## src/rtl/multicycle_control_unit_pkg.sv

```systemverilog
// Shared definitions for the multicycle control unit: RV32 opcode field values (inst[6:2]),
// FSM state encoding, ALU operation codes and the decoded-opcode bundle.
package multicycle_control_unit_pkg;

  localparam logic [4:0] OPC_LOAD   = 5'b00000;
  localparam logic [4:0] OPC_OP_IMM = 5'b00100;
  localparam logic [4:0] OPC_AUIPC  = 5'b00101;
  localparam logic [4:0] OPC_STORE  = 5'b01000;
  localparam logic [4:0] OPC_R      = 5'b01100;
  localparam logic [4:0] OPC_LUI    = 5'b01101;
  localparam logic [4:0] OPC_BRANCH = 5'b11000;
  localparam logic [4:0] OPC_JALR   = 5'b11001;
  localparam logic [4:0] OPC_JAL    = 5'b11011;

  localparam logic [1:0] ALU_ADD = 2'b00;
  localparam logic [1:0] ALU_BR  = 2'b01;
  localparam logic [1:0] ALU_R   = 2'b10;
  localparam logic [1:0] ALU_I   = 2'b11;

  typedef enum logic [2:0] {
    ST_FETCH  = 3'd0,
    ST_DECODE = 3'd1,
    ST_EXEC   = 3'd2,
    ST_MEM    = 3'd3,
    ST_WB     = 3'd4,
    ST_TRAP   = 3'd5
  } state_e;

  typedef struct packed {
    logic       legal;
    logic [1:0] alu_op;
    logic       alu_src;
    logic       is_load;
    logic       is_store;
    logic       is_branch;
    logic       is_jump;
  } dec_t;

endpackage

```

## src/rtl/multicycle_control_unit_if.sv

```systemverilog
// Control-unit bus: instruction/memory handshake inputs and datapath control outputs.
// master = instruction/memory side, slave = control unit.
interface multicycle_control_unit_if #(
  parameter int OPC_W = 5
);
  logic [OPC_W-1:0] opcode;
  logic             inst_valid;
  logic             mem_ready;

  logic             branch;
  logic             jump;
  logic             mem_read;
  logic             mem_to_reg;
  logic             mem_write;
  logic             alu_src;
  logic             reg_write;
  logic [1:0]       alu_op;
  logic             ir_write;
  logic             pc_write;
  logic             instr_done;
  logic             illegal;
  logic             mem_fault;

  modport master (
    output opcode, inst_valid, mem_ready,
    input  branch, jump, mem_read, mem_to_reg, mem_write, alu_src, reg_write,
           alu_op, ir_write, pc_write, instr_done, illegal, mem_fault
  );

  modport slave (
    input  opcode, inst_valid, mem_ready,
    output branch, jump, mem_read, mem_to_reg, mem_write, alu_src, reg_write,
           alu_op, ir_write, pc_write, instr_done, illegal, mem_fault
  );
endinterface

```

## src/rtl/multicycle_control_unit_rv_opcode_decoder.sv

```systemverilog
// Purely combinational opcode classifier: legality, ALU op/source and instruction class.
module rv_opcode_decoder
  import multicycle_control_unit_pkg::*;
#(
  parameter int OPC_W = 5
) (
  input  logic [OPC_W-1:0] i_opcode,
  output dec_t             o_dec
);

  always_comb begin
    o_dec = '0;
    case (i_opcode)
      OPC_W'(OPC_R): begin
        o_dec.legal  = 1'b1;
        o_dec.alu_op = ALU_R;
      end
      OPC_W'(OPC_OP_IMM): begin
        o_dec.legal   = 1'b1;
        o_dec.alu_op  = ALU_I;
        o_dec.alu_src = 1'b1;
      end
      OPC_W'(OPC_LOAD): begin
        o_dec.legal   = 1'b1;
        o_dec.alu_src = 1'b1;
        o_dec.is_load = 1'b1;
      end
      OPC_W'(OPC_STORE): begin
        o_dec.legal    = 1'b1;
        o_dec.alu_src  = 1'b1;
        o_dec.is_store = 1'b1;
      end
      OPC_W'(OPC_BRANCH): begin
        o_dec.legal     = 1'b1;
        o_dec.alu_op    = ALU_BR;
        o_dec.is_branch = 1'b1;
      end
      OPC_W'(OPC_JAL), OPC_W'(OPC_JALR): begin
        o_dec.legal   = 1'b1;
        o_dec.alu_src = 1'b1;
        o_dec.is_jump = 1'b1;
      end
      OPC_W'(OPC_LUI), OPC_W'(OPC_AUIPC): begin
        o_dec.legal   = 1'b1;
        o_dec.alu_src = 1'b1;
      end
      default: ;
    endcase
  end

endmodule

```

## src/rtl/multicycle_control_unit.sv

```systemverilog
// Multicycle control unit: FETCH/DECODE/EXEC/MEM/WB/TRAP sequencer for an RV32 datapath.
// Optional macro RV_MEM_TIMEOUT_EN adds a MEM wait counter that traps with mem_fault.
module multicycle_control_unit
  import multicycle_control_unit_pkg::*;
#(
  parameter int OPC_W       = 5,
  parameter int MEM_TIMEOUT = 16
) (
  input  logic                     clk,
  input  logic                     rst_n,
  multicycle_control_unit_if.slave bus
);

  if (MEM_TIMEOUT < 1 || MEM_TIMEOUT > 255) begin : g_bad_timeout
    $error("MEM_TIMEOUT must be within 1..255");
  end

  state_e           r_state;
  state_e           w_state_nxt;
  logic [OPC_W-1:0] r_opcode;
  logic             r_illegal;
  logic             w_timeout;
  dec_t             w_dec;

  rv_opcode_decoder #(.OPC_W(OPC_W)) u_dec (
    .i_opcode (r_opcode),
    .o_dec    (w_dec)
  );

  always_ff @(posedge clk) begin
    if (!rst_n) r_state <= ST_FETCH;
    else        r_state <= w_state_nxt;
  end

  always_ff @(posedge clk) begin
    if (!rst_n) begin
      r_opcode  <= '0;
      r_illegal <= 1'b0;
    end else begin
      if (r_state == ST_FETCH && bus.inst_valid) r_opcode <= bus.opcode;
      if (r_state == ST_DECODE && !w_dec.legal)  r_illegal <= 1'b1;
    end
  end

`ifdef RV_MEM_TIMEOUT_EN
  localparam logic [7:0] TMO_LAST = 8'(MEM_TIMEOUT - 1);

  logic [7:0] r_wait_cnt;
  logic       r_mem_fault;

  // Counts completed MEM cycles without mem_ready; a late mem_ready on the last cycle still wins.
  assign w_timeout = (r_state == ST_MEM) && !bus.mem_ready && (r_wait_cnt == TMO_LAST);

  always_ff @(posedge clk) begin
    if (!rst_n) begin
      r_wait_cnt  <= 8'd0;
      r_mem_fault <= 1'b0;
    end else begin
      if (r_state == ST_MEM && !bus.mem_ready) r_wait_cnt <= r_wait_cnt + 8'd1;
      else                                     r_wait_cnt <= 8'd0;
      if (w_timeout) r_mem_fault <= 1'b1;
    end
  end

  assign bus.mem_fault = r_mem_fault;
`else
  assign w_timeout     = 1'b0;
  assign bus.mem_fault = 1'b0;
`endif

  assign bus.illegal = r_illegal;

  always_comb begin
    w_state_nxt = r_state;
    unique case (r_state)
      ST_FETCH:  if (bus.inst_valid) w_state_nxt = ST_DECODE;
      ST_DECODE: w_state_nxt = w_dec.legal ? ST_EXEC : ST_TRAP;
      ST_EXEC: begin
        if (w_dec.is_load || w_dec.is_store) w_state_nxt = ST_MEM;
        else if (w_dec.is_branch)            w_state_nxt = ST_FETCH;
        else                                 w_state_nxt = ST_WB;
      end
      ST_MEM: begin
        if (bus.mem_ready) w_state_nxt = w_dec.is_load ? ST_WB : ST_FETCH;
        else if (w_timeout) w_state_nxt = ST_TRAP;
      end
      ST_WB:   w_state_nxt = ST_FETCH;
      ST_TRAP: w_state_nxt = ST_TRAP;
      default: w_state_nxt = ST_FETCH;
    endcase
  end

  always_comb begin
    bus.branch     = 1'b0;
    bus.jump       = 1'b0;
    bus.mem_read   = 1'b0;
    bus.mem_to_reg = 1'b0;
    bus.mem_write  = 1'b0;
    bus.alu_src    = 1'b0;
    bus.reg_write  = 1'b0;
    bus.alu_op     = ALU_ADD;
    bus.ir_write   = 1'b0;
    bus.pc_write   = 1'b0;
    bus.instr_done = 1'b0;
    unique case (r_state)
      ST_FETCH: bus.ir_write = bus.inst_valid;
      ST_EXEC: begin
        bus.alu_op  = w_dec.alu_op;
        bus.alu_src = w_dec.alu_src;
        bus.jump    = w_dec.is_jump;
        if (w_dec.is_branch) begin
          bus.branch     = 1'b1;
          bus.pc_write   = 1'b1;
          bus.instr_done = 1'b1;
        end
      end
      ST_MEM: begin
        bus.mem_read  = w_dec.is_load;
        bus.mem_write = w_dec.is_store;
        if (bus.mem_ready && w_dec.is_store) begin
          bus.pc_write   = 1'b1;
          bus.instr_done = 1'b1;
        end
      end
      ST_WB: begin
        bus.reg_write  = 1'b1;
        bus.mem_to_reg = w_dec.is_load;
        bus.pc_write   = 1'b1;
        bus.instr_done = 1'b1;
      end
      default: ;
    endcase
  end

endmodule

```

## src/flat_wrapper.sv

```systemverilog
// flat-port wrapper written by rule: the top's interface ports become plain ports
module multicycle_control_unit_flat import multicycle_control_unit_pkg::*;
#(
  parameter int OPC_W       = 5,
  parameter int MEM_TIMEOUT = 16
)
  (clk, rst_n, bus_opcode, bus_inst_valid, bus_mem_ready, bus_branch, bus_jump, bus_mem_read, bus_mem_to_reg, bus_mem_write, bus_alu_src, bus_reg_write, bus_alu_op, bus_ir_write, bus_pc_write, bus_instr_done, bus_illegal, bus_mem_fault);
  multicycle_control_unit_if #(.OPC_W(OPC_W)) bus_i ();
  input  logic clk;
  input  logic rst_n;
  input wire logic [$bits(bus_i.opcode)-1:0] bus_opcode;
  input wire logic [$bits(bus_i.inst_valid)-1:0] bus_inst_valid;
  input wire logic [$bits(bus_i.mem_ready)-1:0] bus_mem_ready;
  output wire logic [$bits(bus_i.branch)-1:0] bus_branch;
  output wire logic [$bits(bus_i.jump)-1:0] bus_jump;
  output wire logic [$bits(bus_i.mem_read)-1:0] bus_mem_read;
  output wire logic [$bits(bus_i.mem_to_reg)-1:0] bus_mem_to_reg;
  output wire logic [$bits(bus_i.mem_write)-1:0] bus_mem_write;
  output wire logic [$bits(bus_i.alu_src)-1:0] bus_alu_src;
  output wire logic [$bits(bus_i.reg_write)-1:0] bus_reg_write;
  output wire logic [$bits(bus_i.alu_op)-1:0] bus_alu_op;
  output wire logic [$bits(bus_i.ir_write)-1:0] bus_ir_write;
  output wire logic [$bits(bus_i.pc_write)-1:0] bus_pc_write;
  output wire logic [$bits(bus_i.instr_done)-1:0] bus_instr_done;
  output wire logic [$bits(bus_i.illegal)-1:0] bus_illegal;
  output wire logic [$bits(bus_i.mem_fault)-1:0] bus_mem_fault;
  assign bus_i.opcode = bus_opcode;
  assign bus_i.inst_valid = bus_inst_valid;
  assign bus_i.mem_ready = bus_mem_ready;
  assign bus_branch = bus_i.branch;
  assign bus_jump = bus_i.jump;
  assign bus_mem_read = bus_i.mem_read;
  assign bus_mem_to_reg = bus_i.mem_to_reg;
  assign bus_mem_write = bus_i.mem_write;
  assign bus_alu_src = bus_i.alu_src;
  assign bus_reg_write = bus_i.reg_write;
  assign bus_alu_op = bus_i.alu_op;
  assign bus_ir_write = bus_i.ir_write;
  assign bus_pc_write = bus_i.pc_write;
  assign bus_instr_done = bus_i.instr_done;
  assign bus_illegal = bus_i.illegal;
  assign bus_mem_fault = bus_i.mem_fault;
  multicycle_control_unit #(.OPC_W(OPC_W), .MEM_TIMEOUT(MEM_TIMEOUT)) u_core (.clk(clk), .rst_n(rst_n), .bus(bus_i));
endmodule
```

## config.mk

```make
export PLATFORM = sky130hd
export DESIGN_NAME = multicycle_control_unit_flat
export DESIGN_NICKNAME = d
export VERILOG_FILES = /design/src/rtl/multicycle_control_unit_pkg.sv /design/src/rtl/multicycle_control_unit_if.sv /design/src/rtl/multicycle_control_unit_rv_opcode_decoder.sv /design/src/rtl/multicycle_control_unit.sv /design/src/flat_wrapper.sv
export SDC_FILE = /design/constraint.sdc
export NUM_CORES = 1
export LEC_CHECK = 0
export BUFFER_PORTS_ARGS = -buffer_cell sky130_fd_sc_hd__buf_4
export CORE_AREA = 2 2 43 45
export CTS_CLUSTER_DIAMETER = 40
export DETAILED_ROUTE_END_ITERATION = 7
export DIE_AREA = 0 0 45 47
export PLACE_DENSITY = 0.74
export SLEW_MARGIN = 20
export SYNTH_ARGS = -nofsm -noshare
export SYNTH_HDL_FRONTEND = slang
export SYNTH_SLANG_ARGS = --single-unit
```

## constraint.sdc

```tcl
create_clock -name clk -period 2 [get_ports clk]
set_clock_uncertainty 0.15 [all_clocks]
set_input_delay 0.4 -clock clk [delete_from_list [all_inputs] [get_ports clk]]
set_output_delay 0.4 -clock clk [all_outputs]
set_load 0.01 [all_outputs]
```

Word-level counts from Yosys, hierarchy flattened
Cells that the tools add are included.
Word-level totals
  output and inout port bits: 14
  word-level logic and storage cells: 55
  register bits after elaboration: 9
  bits in read-only memories: 0
  bits in writable memories: 0
  bits of input ports: 9
  memories: 0
  bits in latches: 0
Operators by class
  div/mod/pow operators: 0
  bitwise operators: 0
  reduce and logical (&&, ||, !) cells: 11
  multipliers: 0
  shift operators: 0
  equal/unequal tests: 15
  order comparisons: 0
  muxes and demuxes: 26
  $add $sub $neg: 0
Operator list (count)
  two-way mux 3 bit: 6
  two-way mux 1 bit: 16
  == test 5 x 4 -> 1 bit, second input constant: 3
  == test 5 bit, second input constant: 3
  case mux 3 bit (5 select lines): 1
  == test 5 x 3 -> 1 bit, second input constant: 2
  OR reduction 9 bit: 1
  OR reduction 7 bit: 1
  == test 3 x 2 -> 1 bit, second input constant: 2
  == test 3 bit, second input constant: 2
  case mux 2 bit (3 select lines): 1
  logical NOT 5 bit: 1
  != test 2 bit, second input constant: 2
  == test 3 x 1 -> 1 bit, second input constant: 1
  logical AND 1 bit: 3
  logical NOT 3 bit: 1
  case mux 1 bit (3 select lines): 1
  two-way mux 2 bit: 1
  AND reduction 2 bit: 1
  OR reduction 2 bit: 1
  logical NOT 1 bit: 1
  logical OR 1 bit: 1

Longest topological paths before layout
Gate-level depths: netlist (run 1).
  word-level depth: 5
  depth in mapped cells: 6

Cells and area by module
From an unflattened synthesis (run 1), not the netlist that was laid out.
Unflattened totals
  cell total of the unflattened synthesis: 82
  area, all modules: 668.1 µm²
By module, submodules not included
  multicycle_control_unit: cells each 65, instances 1, area each 554.3 µm²
  rv_opcode_decoder: cells each 17, instances 1, area each 113.9 µm²

Worst setup path after synthesis (run 1)
OpenSTA, ideal clock, no wires.
  path kind: reg-to-output
  start point: register u_core.r_state[1]
  end point: output port bus_pc_write
  setup slack: -0.237 ns
  data arrival time: 1.687 ns
  cell stages (with the launch flop): 7
  required time: 1.450 ns
  cells stage by stage: dfxtp_1 -> clkbuf_1 -> nor2b_1 -> nand2_1 -> nor3_1 -> a311o_1 -> buf_4
Between the ends
  longest elaborated chain between the ends: 2
RTL lines
  start, declared: line multicycle_control_unit.sv:18  | state_e r_state;
  start signal, assigned: line multicycle_control_unit.sv:32  | else r_state <= w_state_nxt;
  == test 3 bit / == test 3 x 2 -> 1 bit (equally long branches)
  case mux 1 bit (3 select lines) (*)
  end, declared: line flat_wrapper.sv:23  | output wire logic [$bits(bus_i.pc_write)-1:0] bus_pc_write;
Mark *: on every way between the ends. The rest lies on a longest branch, timed or not.

Worst setup path after layout (run 1)
  start point: register u_core.r_opcode[0]
  end point: output port bus_mem_to_reg
Between the ends
  longest elaborated chain between the ends: 3
RTL lines
  start, declared: line multicycle_control_unit.sv:20  | logic [OPC_W-1:0] r_opcode;
  start signal, assigned: line multicycle_control_unit.sv:40  | if (r_state == ST_FETCH && bus.inst_valid) r_opcode <= bus.opcode;
  logical NOT 5 bit: line multicycle_control_unit_rv_opcode_decoder.sv:13  | case (i_opcode)
  two-way mux 1 bit: line multicycle_control_unit_rv_opcode_decoder.sv:13
  two-way mux 1 bit: line multicycle_control_unit.sv:105  | unique case (r_state)
  end, declared: line flat_wrapper.sv:17  | output wire logic [$bits(bus_i.mem_to_reg)-1:0] bus_mem_to_reg;
No other way between the ends.

==> results of run 1 <==
-- timing repair --
action                                  4_1_cts  5_1_grt
endpoints found under the setup margin        7        6
resized for setup                             6        9
pin swaps                                     1        1
gates cloned                                  0        0
-- report_power, final --
part           internal, uW  total, uW  switching, uW
Clock                  76.8        138           61.5
Combinational           341        633            293
Sequential              241        318           77.2
Total                   658       1090            431
-- placed cells by master, fill, tap and decap left out, types with 2 or more instances in the layout --
cell / instances
nand2b_1: 3
dfxtp_4: 2
dfxtp_2: 2
nor2_1: 10
nor3_2: 2
a21oi_1: 4
nor3b_1: 2
mux2i_1: 5
a211oi_1: 2
nor2b_1: 3
clkbuf_4: 3
buf_4: 30
a21boi_0: 2
nor3_1: 4
o21ai_0: 3
dfxtp_1: 5
or3_4: 2
-- metrics by stage --
stage               cells  setup TNS (ns)  area (sq um)
finish                125         -0.3111         922.1
global route          125         -0.6089         922.1
CTS                   125         -0.3788         898.4
detailed placement    121               0         857.1
global placement      121               0         857.1
floorplan              81               0         645.6
-- critical path: stages, from the launching register on --
cell,delay (ns)
dfxtp_1,0.31
or3_4,0.39
or3_4,0.34
and2b_1,0.19
buf_4,0.11
-- cell families (layout without fill, tap and decap cells) --
logic type	Yosys count	after routing	synth area share, %
multiplexers	5	5	7.890
AO/OA/AOI/OAI	19	19	20.51
buffers and inverters	8	35	5.916
flip-flops	9	9	28.40
AND/OR/NAND/NOR	39	39	36.69
other	1	1	0.5911
-- state kept, by name (all words and copies together) (netlist names) --
signal,count
u_core.bus.illegal,1
u_core.r_opcode,5
u_core.r_state,3
-- layout make-up --
class                           instances  area [sq um]
Clock buffer                            4         26.28
Fill cell                             167         729.5
Inverter                                1         3.754
Tap cell                               17         21.27
Timing Repair Buffer                   30         225.2
Multi-Input combinational cell         64         455.4
Sequential cell                         9         190.2
-- worst max path at each step --
stage,start,to,slack (ns),cells after the start
2_1_floorplan,u_core.r_state[1]$_SDFFE_PN0P_,bus_pc_write,0.001,6
3_3_place_gp,u_core.r_opcode[0]$_SDFFE_PN0P_,bus_mem_to_reg,0.13,4
3_5_place_dp,u_core.r_opcode[0]$_SDFFE_PN0P_,bus_mem_to_reg,0.10,4
4_1_cts,u_core.r_opcode[0]$_SDFFE_PN0P_,bus_mem_to_reg,-0.16,4
5_1_grt,u_core.r_opcode[0]$_SDFFE_PN0P_,bus_mem_to_reg,-0.20,4
6_report,u_core.r_opcode[0]$_SDFFE_PN0P_,bus_mem_to_reg,-0.15,4
-- metal layers --
metal,part of all wire [%],wire length (um)
met5,0,0
met4,0.51,8
met3,6.9,108
met2,47,739
met1,45,705
==> results.sh, run 1 <==
export IMPL_outcome="finished with violations"
export IMPL_violations="negative setup slack"
export IMPL_dieArea_sq_um=2115
export IMPL_cts_tree="yes"
export IMPL_antenna_found_initial=0
export IMPL_syn_to_final_growth_pct=45.36
export IMPL_diodes=0
export IMPL_cts_setup_buffers=0
export IMPL_cts_hold_buf=0
export IMPL_final_max_slew_viol_count=0
export IMPL_cap_violations=0
export IMPL_syn_area_sq_um=634.4
export IMPL_num_io_pins=23
export IMPL_layout_drive_gt1_share_pct=44.44
export IMPL_power_density_nw_per_um2=1182
export IMPL_holdWs_ns=0.2262
export IMPL_critPathKind="reg -> out"
export IMPL_cts_made_buffers=3
export IMPL_rsz0062_at_grt="yes"
export IMPL_finalCoreUtilization_pct=55.83
export IMPL_required_ns=1.45
export IMPL_grt_util_met3_pct=5.000
export IMPL_remaining_drc_errors=0
export IMPL_coreArea_sq_um=1652
export IMPL_hp_start="bus_opcode[2]"
export IMPL_synth_area_top_cells="dfxtp_1 28%, mux2i_1 7.9%, nor2_1 7.1%, nor3_1 4.7%, nor2b_1 3.9%"
export IMPL_rrSetupSlack_ns=0.28
export IMPL_drt_total_wl_um=1561
export IMPL_num_rows=15
export IMPL_wl_per_cell_um=12.49
export IMPL_ys_flop_type="dfxtp_1"
export IMPL_synth_edf_count=0
export IMPL_ys_warn_count=0
export IMPL_die_h_um=47
export IMPL_yosysSeqAreaShare_pct=28.40
export IMPL_crit_arrival_ns=1.60
export IMPL_gp_congestion=0.8284
export IMPL_finalPower_uw=1090
export IMPL_synth_largest_area_cell="dfxtp_1"
export IMPL_grt_overflow=0
export IMPL_hold_class="in -> reg"
export IMPL_drtAntennaViolNets=0
export IMPL_grt_pass1_vias=625
export IMPL_netlist_instances=81
export IMPL_ys_ff_latch=9
export IMPL_hold_viol_final=0
export IMPL_synth_cell_types=33
export IMPL_avgViaCountPerCell=5.352
export IMPL_grt_max_degree=9
export IMPL_path_max_fanout=3
export IMPL_synth_avg_cell_area_sq_um=7.832
export IMPL_critPathLaunchType="flop"
export IMPL_ff2ff_path_depth=4
export IMPL_min_period_ns=2.145
export IMPL_synthDominantCellAreaShare_pct=28.40
export IMPL_r2r_end="u_core.r_state[2]$_SDFFE_PN0P_"
export IMPL_drt_iter0_markers=14
export IMPL_fin_ws_ns=-0.1453
export IMPL_dpl_worst_slack_ns=0.1024
export IMPL_hold_depth=3
export IMPL_synthMostInstantiatedCell="nor2_1"
export IMPL_finalCritPeriodShare_pct=107.3
export IMPL_firstDrtPassIters=4
export IMPL_vias=669
export IMPL_ir_drop_uv=604.2
export IMPL_syn_num_nets=90
export IMPL_portBuffers=21
export IMPL_path_clk_slew_ns=0.06
export IMPL_worst_setup_path_end_kind="primary output"
export IMPL_busiest_layer="met2"
export IMPL_gr_usage_met1_pct=20.93
export IMPL_synth_common_cells="12 x nor2_1, 9 x dfxtp_1, 6 x nor3_1"
export IMPL_cts_max_path_buffers=2
export IMPL_setup_violations=4
export IMPL_clk_latency_ns=0.26
export IMPL_cts_root_buf="clkbuf_4"
export IMPL_htree_levels=1
export IMPL_die_x_um=45
export IMPL_grt_pass1_wl_um=2539
export IMPL_floorplan_initialDensity_pct=38.41
export IMPL_min_to="u_core.r_opcode[2]$_SDFFE_PN0P_"
export IMPL_track_usage_pct=16.32
export IMPL_clkSinkCount=9
export IMPL_worstReg2RegStart="u_core.r_opcode[0]$_SDFFE_PN0P_"
export IMPL_p_leak_uw=0.0004097
export IMPL_layout_nets=118
export IMPL_async_reset_ff_share_pct=0
export IMPL_met2_usage_pct=27.14
export IMPL_max_freq_mhz=466.1
No activity file was read; power rests on OpenSTA's default activity.
==> run 2: changes to the inputs <==
--- a/config.mk
+++ b/config.mk
@@ -6,12 +6,14 @@
 export NUM_CORES = 1
 export LEC_CHECK = 0
 export BUFFER_PORTS_ARGS = -buffer_cell sky130_fd_sc_hd__buf_4
-export CORE_AREA = 2 2 43 45
+export CORE_AREA = 2 2 44 46
 export CTS_CLUSTER_DIAMETER = 40
 export DETAILED_ROUTE_END_ITERATION = 7
-export DIE_AREA = 0 0 45 47
-export PLACE_DENSITY = 0.74
+export DIE_AREA = 0 0 46 48
+export GPL_TIMING_DRIVEN = 0
+export PLACE_DENSITY = 0.73
 export SLEW_MARGIN = 20
 export SYNTH_ARGS = -nofsm -noshare
 export SYNTH_HDL_FRONTEND = slang
+export SYNTH_HIERARCHICAL = 1
 export SYNTH_SLANG_ARGS = --single-unit
==> run 2 against run 1 <==
  * The run still ends with negative setup slack left
  * Die area grew 4.4%
  * Non-clock buffer count grew 6
  * Flip-flop and latch count is the same
  * Largest power group unchanged
==> results.sh, run 2 <==
export IMPL_diodes=0
export IMPL_clk_latency_ns=0.25
export IMPL_worst_path_buf_inv=2
export IMPL_grt_overflow=0
export IMPL_placed_cell_area_sq_um=852.1
export IMPL_hold_viol_final=0
export IMPL_firstDrtPassIters=4
export IMPL_remaining_drc_errors=0
export IMPL_finalCritPeriodShare_pct=113.5
export IMPL_path_max_fanout=6
export IMPL_ys_warn_count=6
export IMPL_n_fill_cell=134
export IMPL_clkSinkCount=9
export IMPL_post_dp_hpwl_um=1152
export IMPL_wl_per_cell_um=13.31
export IMPL_p_leak_uw=0.0004765
export IMPL_fin_ws_ns=-0.2705
export IMPL_num_io_pins=23
export IMPL_drtAntennaViolNets=0
export IMPL_multi_input_area_sq_um=484.2
export IMPL_vias=738
export IMPL_crit_chain="or3_4 > buf_4 > nor3_4 > and3_1 > buf_4"
export IMPL_coreArea_sq_um=1689
export IMPL_floorplan_initialDensity_pct=39.56
export IMPL_crit_family="simple AND/OR/NAND/NOR gates"
export IMPL_synth_edf_count=0
export IMPL_synth_avg_cell_area_sq_um=8.148
export IMPL_final_common_cell="buf_4"
export IMPL_max_freq_mhz=440.4
export IMPL_startpoint="u_core/r_opcode[1]$_SDFFE_PN0P_"
export IMPL_final_max_slew_viol_count=0
export IMPL_crit_path_top_delay_cell="dfxtp_1"
export IMPL_netlist_instances=82
export IMPL_cts_root_buf="clkbuf_4"
export IMPL_regArea_sq_um=193.9
export IMPL_cpPeakStageDelay_ns=0.37
export IMPL_track_usage_pct=16.87
export IMPL_cts_hold_buf=0
export IMPL_yosysSeqAreaShare_pct=26.97
export IMPL_drt_iter0_markers=25
export IMPL_cts_made_buffers=3
export IMPL_critPathLaunchType="flop"
export IMPL_htree_levels=1
export IMPL_die_x_um=46
export IMPL_grt_pass1_wl_um=2594
export IMPL_design_area_sq_um=1027
export IMPL_violations="negative setup slack"
export IMPL_syn_to_final_growth_pct=53.75
export IMPL_layout_drive_gt1_share_pct=47.86
export IMPL_die_h_um=48
export IMPL_async_reset_ff_share_pct=0
export IMPL_ys_flop_type="dfxtp_1"
export IMPL_synthMostInstantiatedCell="nor2_1"
export IMPL_min_period_ns=2.270
export IMPL_tns_ns=-1.380
export IMPL_largest_reg_flops=5
export IMPL_power_density_nw_per_um2=1204
export IMPL_rsz0062_at_grt="yes"
export IMPL_grt_pass1_vias=615
export IMPL_dieArea_sq_um=2208
export IMPL_hold_class="in -> reg"
export IMPL_required_ns=1.45
export IMPL_num_rows=15
export IMPL_ir_drop_uv=583.1
export IMPL_path_clk_slew_ns=0.06
export IMPL_synthDominantCellAreaShare_pct=26.97
export IMPL_ys_ff_latch=9
export IMPL_worst_setup_path_end_kind="primary output"
export IMPL_setup_violations=7
export IMPL_hp_start="bus_opcode[3]"
export IMPL_crit_top_cell="buf_4"
export IMPL_synth_area_top_cells="dfxtp_1 27%, mux2i_1 7.5%, and2_1 5.6%, nor2_1 5.6%, nor4b_4 3.6%"
export IMPL_finalCoreUtilization_pct=60.81
export IMPL_holdWs_ns=0.2281
export IMPL_drt_total_wl_um=1784
export IMPL_antenna_found_initial=0
export IMPL_outcome="finished with violations"
export IMPL_layout_nets=127
export IMPL_grt_max_degree=11
export IMPL_cts_tree="yes"
export IMPL_syn_area_sq_um=668.1
export IMPL_mostFrequentLayoutCells="32 x buf_4, 9 x nor2_1, 6 x and2_1, 6 x inv_1, 5 x mux2i_1"
export IMPL_syn_num_nets=91
export IMPL_gp_congestion=0.7484
export IMPL_avgViaCountPerCell=5.507
export IMPL_synth_common_cells="10 x nor2_1, 9 x dfxtp_1, 6 x and2_1, 6 x inv_1, 5 x mux2i_1"
export IMPL_portBuffers=21
export IMPL_critPathKind="reg -> out"
export IMPL_synth_cell_types=37
export IMPL_crit_arrival_ns=1.72
export IMPL_top_register="u_core/r_opcode"
export IMPL_dpl_worst_slack_ns=-0.2918
export IMPL_synth_largest_area_cell="dfxtp_1"
export IMPL_cts_max_path_buffers=2
export IMPL_worstReg2RegStart="u_core/r_opcode[1]$_SDFFE_PN0P_"
export IMPL_cap_violations=0
==> run 2: cell count changes in the layout (fill, tap and decap cells not counted), moves of 2 or more <==
cell	delta
nor3_2	-2
inv_1	+5
a21boi_0	-2
nor3b_1	-2
and2_1	+5
buf_4	+2
nand2b_1	-3
nand3b_1	+2
buf_6	+3
a21oi_1	-2
and3_1	+2
a211oi_1	-2
==> run 2: timing repair <==
item,4_1_cts,5_1_grt
resized for setup,16,5
setup buffers,5,5
hold endpoints to repair,0,0
pin swaps,7,5
setup endpoints to repair,9,13
==> run 2: layout make-up <==
class / count / area share, %
multi-input cells: 62 / 47.14
repair buffers: 31 / 23.02
flip-flops and latches: 9 / 18.88
plain buffers: 5 / 4.141
clock buffers: 4 / 2.558
inverters: 6 / 2.192
well taps: 17 / 2.071
==> run 2: path summary, 6_finish.rpt <==
kind	end	slack (ns)	cells past startpoint
setup / recovery	bus_mem_read	-0.27	5
hold / removal	u_core/r_opcode[3]$_SDFFE_PN0P_	0.23	3
setup reg to reg	u_core/r_state[1]$_SDFFE_PN0P_	-0.22	7
hold reg to reg	u_core/bus.illegal$_SDFFE_PN0P_	0.32	2
==> run 2: stage by stage <==
| step | std cells | power [uW] |
|---|---|---|
| floorplan | 82 | 700.4 |
| global placement | 120 | 832.9 |
| detailed placement | 120 | 848.7 |
| CTS | 129 | 1080 |
| global route | 134 | 1311 |
| finish | 134 | 1237 |
==> run 2: cell families after synthesis <==
family          after synthesis  share of synthesized area, %
mux                           6                         9.176
other cells                   1                        0.5613
buf+inv                      11                         9.549
flops                         9                         26.97
simple gates                 40                         38.20
compound gates               15                         15.55
==> run 2: worst register-to-register path, stage by stage, from the launching register on <==
cell       delay, ns
dfxtp_1         0.37
or3_4           0.37
buf_4           0.17
nor3_4          0.25
buf_4           0.16
nor2_1          0.05
mux2_4          0.28
a2111oi_4       0.33
==> run 2: where the power goes <==
part	total (uW)	internal, uW	switching [uW]
clock	138	76.7	61.1
sequential	285	236	49.5
combinational	814	426	388
==> run 2: routing by layer <==
metal / vias to the layer above / wire, um / global-route usage (%)
li1: 362 / - / -
met1: 339 / 786 / 18.83
met2: 33 / 857 / 26.67
met3: 4 / 110 / 4.906
met4: 0 / 29 / 13.71
met5: - / 0 / 0
==> run 3: changes to the inputs <==
--- a/config.mk
+++ b/config.mk
@@ -11,7 +11,7 @@
 export DETAILED_ROUTE_END_ITERATION = 7
 export DIE_AREA = 0 0 46 48
 export GPL_TIMING_DRIVEN = 0
-export PLACE_DENSITY = 0.73
+export PLACE_DENSITY_LB_ADDON = 0.12
 export SLEW_MARGIN = 20
 export SYNTH_ARGS = -nofsm -noshare
 export SYNTH_HDL_FRONTEND = slang
==> run 3 against run 2 <==
  * The run still ends with negative setup slack left
  * Fmax is 1.1% higher
  * Flip-flop and latch count stayed put
  * Cell count is 1.5% higher
  * Sequential share of layout area decreased by 0.93 points
  * Combinational power grew 2%
  * First-iteration DRC count fell by 28%
  * Critical path depth is 2 higher
  * Power increased by 1.7%
  * Register-to-register slack gained 0.16 ns
  * Die area unchanged
  * Critical path type unchanged
  * Highest routed layer is now met3
==> results.sh, run 3 (synthesized netlist as in run 2, its figures left out) <==
export IMPL_coreArea_sq_um=1689
export IMPL_worst_setup_path_end_kind="primary output"
export IMPL_drt_iter0_markers=18
export IMPL_p_sw_uw=488.3
export IMPL_mostFrequentLayoutCells="28 x buf_4, 9 x buf_6, 9 x nor2_1"
export IMPL_design_area_sq_um=1074
export IMPL_layout_drive_gt1_share_pct=51.26
export IMPL_clkPwrFrac_pct=10.8
export IMPL_portBuffers=21
export IMPL_combPwrFrac_pct=65.9
export IMPL_hold_viol_final=0
export IMPL_placed_cell_area_sq_um=852.1
export IMPL_layout_nets=129
export IMPL_outcome="finished with violations"
export IMPL_syn_to_final_growth_pct=60.67
export IMPL_p_sw_share_pct=38.82
export IMPL_top_register="u_core/r_opcode"
export IMPL_track_usage_pct=16.60
export IMPL_critPathKind="reg -> out"
export IMPL_clk_latency_ns=0.25
export IMPL_remaining_drc_errors=0
export IMPL_cts_made_buffers=3
export IMPL_ir_drop_uv=605.4
export IMPL_max_freq_mhz=445.4
export IMPL_diodes=0
export IMPL_cts_root_buf="clkbuf_4"
export IMPL_die_x_um=46
export IMPL_n_fill_cell=147
export IMPL_critPathLaunchType="flop"
export IMPL_ff2ff_path_depth=7
export IMPL_grt_pass1_wl_um=2663
export IMPL_crit_family="simple AND/OR/NAND/NOR gates"
export IMPL_required_ns=1.45
export IMPL_cts_hold_buf=0
export IMPL_drt_total_wl_um=1718
export IMPL_cpPeakStageDelay_ns=0.37
export IMPL_violations="negative setup slack"
export IMPL_power_density_nw_per_um2=1172
export IMPL_p_leak_uw=0.0004944
export IMPL_drtAntennaViolNets=0
export IMPL_crit_chain="or3_4 > nor3b_2 > nand3_1 > o21ai_1 > a21o_1 > buf_4 > buf_6"
export IMPL_clkSinkCount=9
export IMPL_die_h_um=48
export IMPL_hold_class="in -> reg"
export IMPL_p_seq_share_pct=23.3
export IMPL_cts_max_path_buffers=2
export IMPL_path_max_fanout=2
export IMPL_gp_congestion=0.7274
export IMPL_htree_levels=1
export IMPL_crit_arrival_ns=1.70
export IMPL_fin_ws_ns=-0.2454
export IMPL_grt_overflow=0
export IMPL_p_int_uw=769.6
export IMPL_cts_tree="yes"
export IMPL_num_rows=15
export IMPL_path_clk_slew_ns=0.06
export IMPL_num_io_pins=23
export IMPL_rrSetupSlack_ns=-0.06
export IMPL_grt_pass1_vias=661
export IMPL_antenna_found_initial=0
export IMPL_min_to="u_core/r_opcode[4]$_SDFFE_PN0P_"
export IMPL_tns_ns=-1.032
export IMPL_finalCritPeriodShare_pct=112.3
export IMPL_crit_path_top_delay_cell="or3_4"
export IMPL_rsz0062_at_grt="yes"
export IMPL_worstReg2RegStart="u_core/r_opcode[0]$_SDFFE_PN0P_"
export IMPL_vias=710
export IMPL_worst_path_buf_inv=2
export IMPL_final_max_slew_viol_count=0
export IMPL_r2r_end="u_core/r_state[1]$_SDFFE_PN0P_"
export IMPL_dieArea_sq_um=2208
export IMPL_firstDrtPassIters=4
export IMPL_post_dp_hpwl_um=1106
export IMPL_hold_depth=3
export IMPL_wl_per_cell_um=12.63
export IMPL_avgViaCountPerCell=5.221
export IMPL_hp_start="bus_opcode[4]"
export IMPL_final_common_cell="buf_4"
export IMPL_largest_reg_flops=5
export IMPL_cap_violations=0
export IMPL_floorplan_initialDensity_pct=39.56
export IMPL_min_period_ns=2.245
export IMPL_grt_max_degree=11
export IMPL_setup_violations=8
-- run 3: stage by stage --
step,setup WS (ns),hold WS [ns],cells,utilization [%],total power (uW)
2_1_floorplan,0.0005901,0.3550,82,-,700.4
3_3_place_gp,-0.2659,0.3182,120,50.44,842.7
3_5_place_dp,-0.2885,0.3168,120,50.44,847.1
4_1_cts,-0.2350,0.2285,132,58.74,1127
5_1_grt,-0.3247,0.2362,136,63.56,1345
6_report,-0.2454,0.2326,136,63.56,1258
-- run 3: cell type report --
cell class | instances | area, sq um | share of cell area (%)
Multi-Input combinational cell | 62 | 494.2 | 46.04
Timing Repair Buffer | 33 | 274.0 | 25.52
Sequential cell | 9 | 192.7 | 17.95
Buffer | 5 | 42.54 | 3.963
Clock buffer | 4 | 26.28 | 2.448
Inverter | 6 | 22.52 | 2.098
Tap cell | 17 | 21.27 | 1.981
-- run 3: layer usage --
metal | track usage (%) | up-vias | share of wire [%]
li1 | - | 365 | -
met1 | 21.44 | 327 | 46
met2 | 27.78 | 18 | 49
met3 | 1.509 | 0 | 5.1
met4 | 8.000 | 0 | 0
met5 | 0 | - | 0
-- run 3: worst min-delay path, cell delays in order --
cell	delay [ns]
buf_4	0.08
mux2i_1	0.05
nor2_1	0.07
-- run 3: power groups by stage --
stage | combinational [uW] | sequential (uW) | clock [uW]
finish | 829 | 293 | 136
global route | 894 | 300 | 150
CTS | 701 | 286 | 141
floorplan | 427 | 273 | 0
global placement | 560 | 283 | 0
detailed placement | 562 | 285 | 0
-- run 3: worst max path at each step --
stage | startpoint | endpoint | slack (ns) | cells past startpoint
after floorplan | u_core/r_opcode[0]$_SDFFE_PN0P_ | bus_pc_write | 0.0006 | 6
after CTS | u_core/r_opcode[0]$_SDFFE_PN0P_ | bus_pc_write | -0.24 | 7
after global placement | u_core/r_opcode[0]$_SDFFE_PN0P_ | u_core/r_state[1]$_SDFFE_PN0P_ | -0.27 | 5
after detailed placement | u_core/r_opcode[0]$_SDFFE_PN0P_ | u_core/r_state[1]$_SDFFE_PN0P_ | -0.29 | 5
after global routing | u_core/r_opcode[0]$_SDFFE_PN0P_ | bus_pc_write | -0.32 | 7
final | u_core/r_opcode[0]$_SDFFE_PN0P_ | bus_pc_write | -0.25 | 7
-- run 3: what timing repair did --
action,4_1_cts,5_1_grt
hold endpoints to repair,0,0
endpoints found under the setup margin,9,13
setup buffers,8,6
pin swaps,7,7
resized for setup,18,12
